<file path="src/rtl/lif_frame_capture.sv">
// lif_frame_capture
//   Captures a row of NCELLS 4-bit lif lattice cell states on a snapshot
//   request, streams them out one cell per beat over valid/ready, and
//   reports the frame's total particle count (popcount of all state bits)
//   at frame end, together with a wrapping completed-frame counter.
//
//   Build option: define LIF_CAPTURE_SKIP_EMPTY_EN to suppress beats for
//   empty (4'b0000) cells. out_idx then carries the true cell index, and an
//   all-empty capture goes straight to frame end with pop_count = 0.
//
// Ports
//   clk        in   clock
//   rst_n      in   synchronous active-low reset
//   cells_in   in   packed cell states, cell k at [4k+3:4k]
//   snap       in   capture request, sampled every cycle
//   busy       out  a frame is held or streaming
//   out_valid  out  stream beat valid
//   out_ready  in   sink accepts beat
//   out_data   out  cell state of current beat
//   out_idx    out  cell index of current beat
//   out_last   out  current beat is the final beat of the frame
//   pop_valid  out  one-cycle pulse, pop_count is the new frame total
//   pop_count  out  total set bits in the last completed frame
//   frame_cnt  out  completed frames, wraps
//   overrun    out  sticky: snap seen while busy
module lif_frame_capture #(
    parameter  int NCELLS = 8,
    parameter  int FCNT_W = 8,
    localparam int IW     = $clog2(NCELLS),
    localparam int PW     = $clog2(4*NCELLS+1)
) (
    input  logic                  clk,
    input  logic                  rst_n,
    input  logic [4*NCELLS-1:0]   cells_in,
    input  logic                  snap,
    output logic                  busy,
    output logic                  out_valid,
    input  logic                  out_ready,
    output logic [3:0]            out_data,
    output logic [IW-1:0]         out_idx,
    output logic                  out_last,
    output logic                  pop_valid,
    output logic [PW-1:0]         pop_count,
    output logic [FCNT_W-1:0]     frame_cnt,
    output logic                  overrun
);

    localparam logic [1:0] IDLE   = 2'd0;
    localparam logic [1:0] STREAM = 2'd1;
    localparam logic [1:0] DONE   = 2'd2;

    logic [1:0]          state_q;
    logic [4*NCELLS-1:0] cap_q;
    logic [IW-1:0]       idx_q;
    logic [IW-1:0]       last_q;
    logic [PW-1:0]       acc_q;
    logic [PW-1:0]       pop_q;
    logic [FCNT_W-1:0]   fcnt_q;
    logic                ovr_q;

    logic [IW-1:0]       first_idx;
    logic [IW-1:0]       last_idx_in;
    logic [IW-1:0]       next_idx;
    logic                any_in;
    logic [PW-1:0]       acc_sum;
    logic                beat_last;

`ifdef LIF_CAPTURE_SKIP_EMPTY_EN
    logic [NCELLS-1:0]   mask_in;
    logic [NCELLS-1:0]   mask_q;
`endif

    function automatic logic [2:0] popcnt4(input logic [3:0] d);
        return {2'b00, d[0]} + {2'b00, d[1]} + {2'b00, d[2]} + {2'b00, d[3]};
    endfunction

    assign out_data  = cap_q[4*idx_q +: 4];
    assign out_idx   = idx_q;
    assign out_valid = (state_q == STREAM);
    assign busy      = (state_q != IDLE);
    assign beat_last = (idx_q == last_q);
    // Qualified by STREAM so a stale index left from the previous frame
    // never presents a last flag outside a transfer window.
    assign out_last  = out_valid && beat_last;
    assign pop_valid = (state_q == DONE);
    assign pop_count = pop_q;
    assign frame_cnt = fcnt_q;
    assign overrun   = ovr_q;
    assign acc_sum   = acc_q + PW'(popcnt4(out_data));

    // Beat sequencing: first/last index of a fresh capture and the index
    // following the current beat.
    always_comb begin
        // NOTE: every always_comb output gets a default before any branch,
        // otherwise paths that skip an assignment infer a latch.
`ifdef LIF_CAPTURE_SKIP_EMPTY_EN
        first_idx   = '0;
        last_idx_in = '0;
        next_idx    = idx_q;
        for (int k = 0; k < NCELLS; k++)
            mask_in[k] = |cells_in[4*k +: 4];
        // Descending scan leaves the lowest non-empty index behind.
        for (int k = NCELLS-1; k >= 0; k--)
            if (mask_in[k]) first_idx = IW'(k);
        for (int k = 0; k < NCELLS; k++)
            if (mask_in[k]) last_idx_in = IW'(k);
        for (int k = NCELLS-1; k >= 0; k--)
            if (mask_q[k] && (k > int'(idx_q))) next_idx = IW'(k);
        any_in = |mask_in;
`else
        first_idx   = '0;
        last_idx_in = IW'(NCELLS-1);
        next_idx    = idx_q + 1'b1;
        any_in      = 1'b1;
`endif
    end

    always_ff @(posedge clk) begin
        // NOTE: sequential state uses non-blocking assignments only, so all
        // registers update together from pre-edge values.
        if (!rst_n) begin
            // NOTE: the capture register is cleared on reset (not left as
            // don't-care) so out_data reads 0 straight out of reset.
            state_q <= IDLE;
            cap_q   <= '0;
            idx_q   <= '0;
            last_q  <= '0;
            acc_q   <= '0;
            pop_q   <= '0;
            fcnt_q  <= '0;
            ovr_q   <= 1'b0;
`ifdef LIF_CAPTURE_SKIP_EMPTY_EN
            mask_q  <= '0;
`endif
        end else begin
            if (snap && (state_q != IDLE))
                ovr_q <= 1'b1;

            case (state_q)
                IDLE: begin
                    if (snap) begin
                        cap_q  <= cells_in;
                        idx_q  <= first_idx;
                        last_q <= last_idx_in;
                        acc_q  <= '0;
`ifdef LIF_CAPTURE_SKIP_EMPTY_EN
                        mask_q <= mask_in;
`endif
                        if (any_in) begin
                            state_q <= STREAM;
                        end else begin
                            // Nothing to emit: the frame completes at once.
                            state_q <= DONE;
                            pop_q   <= '0;
                            fcnt_q  <= fcnt_q + 1'b1;
                        end
                    end
                end
                STREAM: begin
                    if (out_ready) begin
                        acc_q <= acc_sum;
                        if (beat_last) begin
                            state_q <= DONE;
                            pop_q   <= acc_sum;
                            fcnt_q  <= fcnt_q + 1'b1;
                        end else begin
                            idx_q <= next_idx;
                        end
                    end
                end
                DONE:    state_q <= IDLE;
                default: state_q <= IDLE;
            endcase
        end
    end

endmodule
</file>
<file path="config.mk">
export PLATFORM = sky130hd
export DESIGN_NAME = lif_frame_capture
export DESIGN_NICKNAME = d
export VERILOG_FILES = /design/src/rtl/lif_frame_capture.sv
export SDC_FILE = /design/constraint.sdc
export NUM_CORES = 1
export LEC_CHECK = 0
export BUFFER_PORTS_ARGS = -buffer_cell sky130_fd_sc_hd__buf_2
export CAP_MARGIN = 15
export CORE_MARGIN = 3
export CORE_UTILIZATION = 55
export CTS_BUF_LIST = sky130_fd_sc_hd__clkbuf_16
export DETAILED_ROUTE_END_ITERATION = 10
export PLACE_DENSITY = 0.89
export SYNTH_ARGS = -nofsm -noshare
export SYNTH_HDL_FRONTEND = slang
export SYNTH_SLANG_ARGS = --single-unit
</file>
<file path="constraint.sdc">
create_clock -name clk -period 7.5 [get_ports clk]
set_input_delay 0.375 -clock clk [delete_from_list [all_inputs] [get_ports clk]]
set_output_delay 0.375 -clock clk [all_outputs]
set_load 0.03 [all_outputs]
</file>
=== Word level (Yosys, flattened, before mapping) ===
Cells that the tools add are included.

* Register bits: 59
* Input bits: 36

* Add/subtract/negate cells: 6
* Eq/ne operators: 7
* Shift-type cells: 1
* Multiplexer cells: 11
* Reductions and logical operators: 10

{| class="wikitable"
|+ Operators by type and width
! kind !! number
|-
| $shiftx 32x6->4 || 1
|-
| $mux 6 || 2
|-
| $pmux 6 s2 || 1
|-
| $mux 3 || 3
|-
| $reduce_and 3->1 || 3
|-
| $add 8x1->8 const B || 1
|-
| $add 6x3->6 || 1
|-
| $mux 2 || 3
|-
| $pmux 3 s2 || 1
|-
| $ne 2x1->1 const B || 2
|-
| $ne 2x2->1 const B || 2
|-
| $pmux 2 s2 || 1
|-
| $reduce_and 4->1 || 1
|-
| $reduce_bool 2->1 || 2
|-
| $add 2x1->3 || 1
|-
| $add 3x1->3 || 1
|-
| $add 3x1->3 const B || 1
|-
| $eq 3x3->1 || 1
|-
| $add 1x1->2 || 1
|-
| $eq 2x1->1 const B || 1
|-
| $eq 2x2->1 const B || 1
|-
| $logic_and 1x1->1 || 2
|-
| $logic_not 2->1 || 1
|-
| $reduce_and 2->1 || 1
|}

=== Logic depth before layout (Yosys ltp) ===
* Depth in word-level cells: 7
* Gate-level depth with buffers: 11
* Gate-level depth less buffers: 10

=== Worst setup path before layout ===
No wires, ideal clock.

* Path type: reg2reg
* Start point: reg idx_q[0], in the netlist out_idx[0]
* End point: reg acc_q[4]
* Setup time: 0.128 ns
* Arrival time: 3.521 ns
* Data required time: 7.372 ns
* Path slack: 3.851 ns
* Cell stages (with the launch flop): 12
* Path buffers: 1
* Period minus slack after synthesis: 3.649 ns
* Cell sequence: dfxtp_1 -> buf_2 -> mux4_2 -> mux2_2 -> fa_1 -> fa_1 -> inv_1 -> fa_1 -> nand3b_1 -> xor2_1 -> a2bb2oi_1 -> nor2_1

* Cells in the longest elaborated chain, start to end: 7

{| class="wikitable"
|+ Ends and longest elaborated chain
! element !! RTL line !! RTL
|-
| from (decl) || 54 || <nowiki>logic [IW-1:0] idx_q;</nowiki>
|-
| from (signal assigned) || 143 || <nowiki>idx_q <= first_idx;</nowiki>
|-
| from (signal assigned) || 167 || <nowiki>idx_q <= next_idx;</nowiki>
|-
| $shiftx 32x6->4 || 77 || <nowiki>assign out_data = cap_q[4*idx_q +: 4];</nowiki>
|-
| via out_data[0] || 39 || <nowiki>output logic [3:0] out_data,</nowiki>
|-
| $add 1x1->2 || 74 || <nowiki>return {2'b00, d[0]} + {2'b00, d[1]} + {2'b00, d[2]} + {2'b00, d[3]};</nowiki>
|-
| $add 2x1->3 || 74 ||
|-
| $add 3x1->3 || 74 ||
|-
| $add 6x3->6 || 89 || <nowiki>assign acc_sum = acc_q + PW'(popcnt4(out_data));</nowiki>
|-
| $mux 6 || 160 || <nowiki>if (out_ready) begin</nowiki>
|-
| $pmux 6 s2 || 139 || <nowiki>case (state_q)</nowiki>
|-
| to (signal assigned) || 161 || <nowiki>acc_q <= acc_sum;</nowiki>
|-
| to (decl) || 56 || <nowiki>logic [PW-1:0] acc_q;</nowiki>
|}

The timed path passes the listed nets, and every way through them passes these cells. The select of a mux whose other input is x is not followed.
A chain may end at the register's enable or synchronous reset.

=== Worst setup path after layout ===
* Start point: reg idx_q[0], in the netlist out_idx[0]
* End point: reg acc_q[4]

* Cells in the longest elaborated chain, start to end: 7

{| class="wikitable"
|+ Ends and longest elaborated chain
! element !! RTL line
|-
| $shiftx 32x6->4 * || 77
|-
| $add 1x1->2 || 74
|-
| $add 2x1->3 || 74
|-
| $add 3x1->3 * || 74
|-
| $add 6x3->6 * || 89
|-
| $mux 6 * || 160
|-
| $pmux 6 s2 * || 139
|}

Mark *: on every way between the ends. The rest lies on a longest branch, timed or not. The select of a mux whose other input is x is not followed.

==> metrics.md <==
| Metric | Value |
|---|---|
| # Max-Cap Violations | 0 |
| Yosys warns | 0 |
| Die ar. | 5670 um^2 |
| Yosys top cell area share | 44.7% |
| Worst slew margin | 28.7% |
| # resized after CTS | 0 |
| H-tree depth | 3 |
| Post-CTS Hold Fix Bufs | 0 |
| Clk root buf | clkbuf_16 |
| Number of global-route vias before repair | 2205 |
| R2R depth | 10 |
| IR drop worst, VDD | 140 uV |
| HPWL reported at the end of detailed placement | 4320 um |
| Critical Path AT | 3890 ps |
| RSZ-0062 raised after global routing | no |
| Ant diodes | 0 |
| Antenna viol nets, final | 0 |
| Final hold violations | 0 |
| Avg WL per Cell | 15.4 um |
| Worst Tran Pin Value | 1070 ps |
| Placer congestion estimate | 0.813 |
| FMAX | 271 MHz |
| Distinct cells, synth | 40 |
| Sw frac | 26.5% |
| Via total after detailed routing | 2273 |
| Fillcell total | 317 |
| Num CTS Buffers | 9 |
| GRT Total Usage | 24.4% |
| Outcome | complete, no violations |
| Std cell rows | 24 |
| Drt first pass iters | 4 |
| Hold path depth | 3 |
| PD cells | 248 nW/um^2 |
| HP Start | cells_in[15] |
| Die width | 75.3 um |
| Post-route cell area | 3200 um^2 |
| Setup Viol. Count Final | 0 |
| CP Class | flip-flop to flip-flop |
| Clock transition at the registers of the reported paths | 50 ps |
| Post-CTS Repair Setup Buffers | 0 |
| Layout cells sized above 1 | 26.0% |
| Register area share after synthesis | 44.7% |
| Top FF cell, synth | dfxtp_1 |
| Final worst path period share | 49.2% |
| Biggest area consumer among synthesized cells | dfxtp_1 |
| Core area | 4500 um^2 |
| R2R Path End | acc_q[4] |
| Vias per cell | 5.54 |
| Mapped Avg Cell Area | 8.84 um^2 |
| Most common cell in the netlist | nand2_1 |
| Hold Path Class | input port to flip-flop |
| Max Buffers Root-to-Sink | 2 |
| Switch Pwr | 0.000210 W |
| Post-Syn Nets | 341 |
| IO Pins | 62 |
| R2r setup slk | 3810 ps |
| CTS tree | yes |
| Worst-Skew Late Latency | 330 ps |
| Pin count of the biggest net entering global routing | 51 |
| Initial antenna violation count | 0 |
| Worst Skew | 5.31 ps |
| Minimum clock period | 3690 ps |
| Final wirelength | 6310 um |
| Total power | 0.000794 W |
| FF+latch count, synth | 59 |
| 1st-iter DRT viols | 160 |
| Final Net Count | 395 |
| Logic pwr share | 11.4% |
| Final Util | 71.1% |
| Clock Sinks | 59 |
| Drt drc | 0 |
| Sequential power share | 42.8% |
| Mapped cell area | 2640 um^2 |
| Pleak | 1.34 nW |
| Element type at the critical path end | flip-flop |
| Setup TNS Final | 0 ps |
| WP data required | 7690 ps |
| Count of input and output buffers | 61 |
| Startpoint Class | flip-flop |
| Ys async rst share | 0% |
| Cell count after synthesis | 299 |
| RR Startpoint | out_idx[0] |
| Most area-consuming cells after synthesis | dfxtp_1, nand2_1, a21oi_1 |
| Commonest cells post-synth | nand2_1, dfxtp_1, a21oi_1, nor2_1, clkbuf_1 |
| Die Span Y | 75.3 um |
| EDFF count, synth | 0 |
| Worst-path fanout max | 14 |
| Grt ovf | 0 |
| Starting density of the core | 58.7% |
| First-pass GRT wire length | 10100 um |
| Max-slew violations | 0 |
| Placed Area | 2930 um^2 |
| Hold Path End | cap_q[15] |
| Pint | 0.000583 W |
| Clk pwr share | 45.8% |
| Area Growth Syn to Fin | 21.3% |
==> cell type report <==
cell class	instances	area, um^2	share of cell area [%]
repair buffers	62	313	9.76
multi-input cells	213	1350	42.0
clock buffers	9	225	7.03
clock inverters	7	45.0	1.41
well taps	52	65.1	2.03
inverters	8	30.0	0.937
flip-flops and latches	59	1180	36.9
==> worst max path at each step <==
stage,slack (ps),start,end,cells past startpoint
after global placement,3970,out_idx[0],acc_q[4],10
final,3810,out_idx[0],acc_q[4],10
after global routing,3610,out_idx[0],acc_q[4],10
after CTS,3800,out_idx[0],acc_q[4],10
after floorplan,3850,out_idx[0],acc_q[4],11
after detailed placement,3880,out_idx[0],acc_q[4],10
==> state kept, by name, indices dropped and copies added (netlist names) <==
name	flops
last_q	1
overrun	1
cap_q	32
frame_cnt	8
acc_q	6
pop_count	6
state_q	2
out_idx	3
==> layout by cell type, fill, tap and decap left out, types with 4 or more instances in the layout <==
cell type,instances
buf_2,61
dfxtp_1,59
a21oi_1,41
a211oi_1,4
mux2_2,4
nand3_1,7
inv_1,8
mux2i_1,6
mux4_2,8
nor2_1,20
xnor2_1,6
clkbuf_16,9
nand2_1,74
o21ai_0,5
==> power groups by stage <==
stage               Sequential [W]  Combinational, W  Clock [W]
detailed placement        0.000346         0.0000883          0
global placement          0.000345         0.0000852          0
CTS                       0.000340         0.0000904   0.000368
global route              0.000341         0.0000993   0.000388
floorplan                 0.000347         0.0000606          0
finish                    0.000340         0.0000906   0.000364
==> critical path: stages, from the launching register on <==
cell	delay, ps
dfxtp_1	760
mux4_2	580
mux2_2	310
fa_1	590
fa_1	220
inv_1	60
fa_1	430
nand3b_1	200
xor2_1	180
a2bb2oi_1	170
nor2_1	50
==> through the flow <==
stage	instances	hold WS, ps	setup slack [ps]
floorplan	299	433	3850
global placement	394	441	3970
detailed placement	394	447	3880
CTS	410	276	3800
global route	410	283	3610
finish	410	283	3810
==> layer usage <==
layer	global-route usage, %	vias to the layer above	part of all wire [%]
met5	0	-	0
met4	15.3	0	3.8
met3	8.58	28	8.0
met2	38.1	96	48
met1	28.7	1027	40
li1	-	1122	-
==> logic make-up after synthesis <==
logic type / after synthesis / share of synthesized area [%]
AOI/OAI and AO/OA: 61 / 14.2
xor gates and xnor gates: 9 / 2.98
adders and majority gates: 6 / 3.69
buffers and inverters: 27 / 4.40
DFF: 59 / 44.7
muxes: 18 / 10.8
and+or+nand+nor: 119 / 19.2
Power figures use the tool's default switching activity.
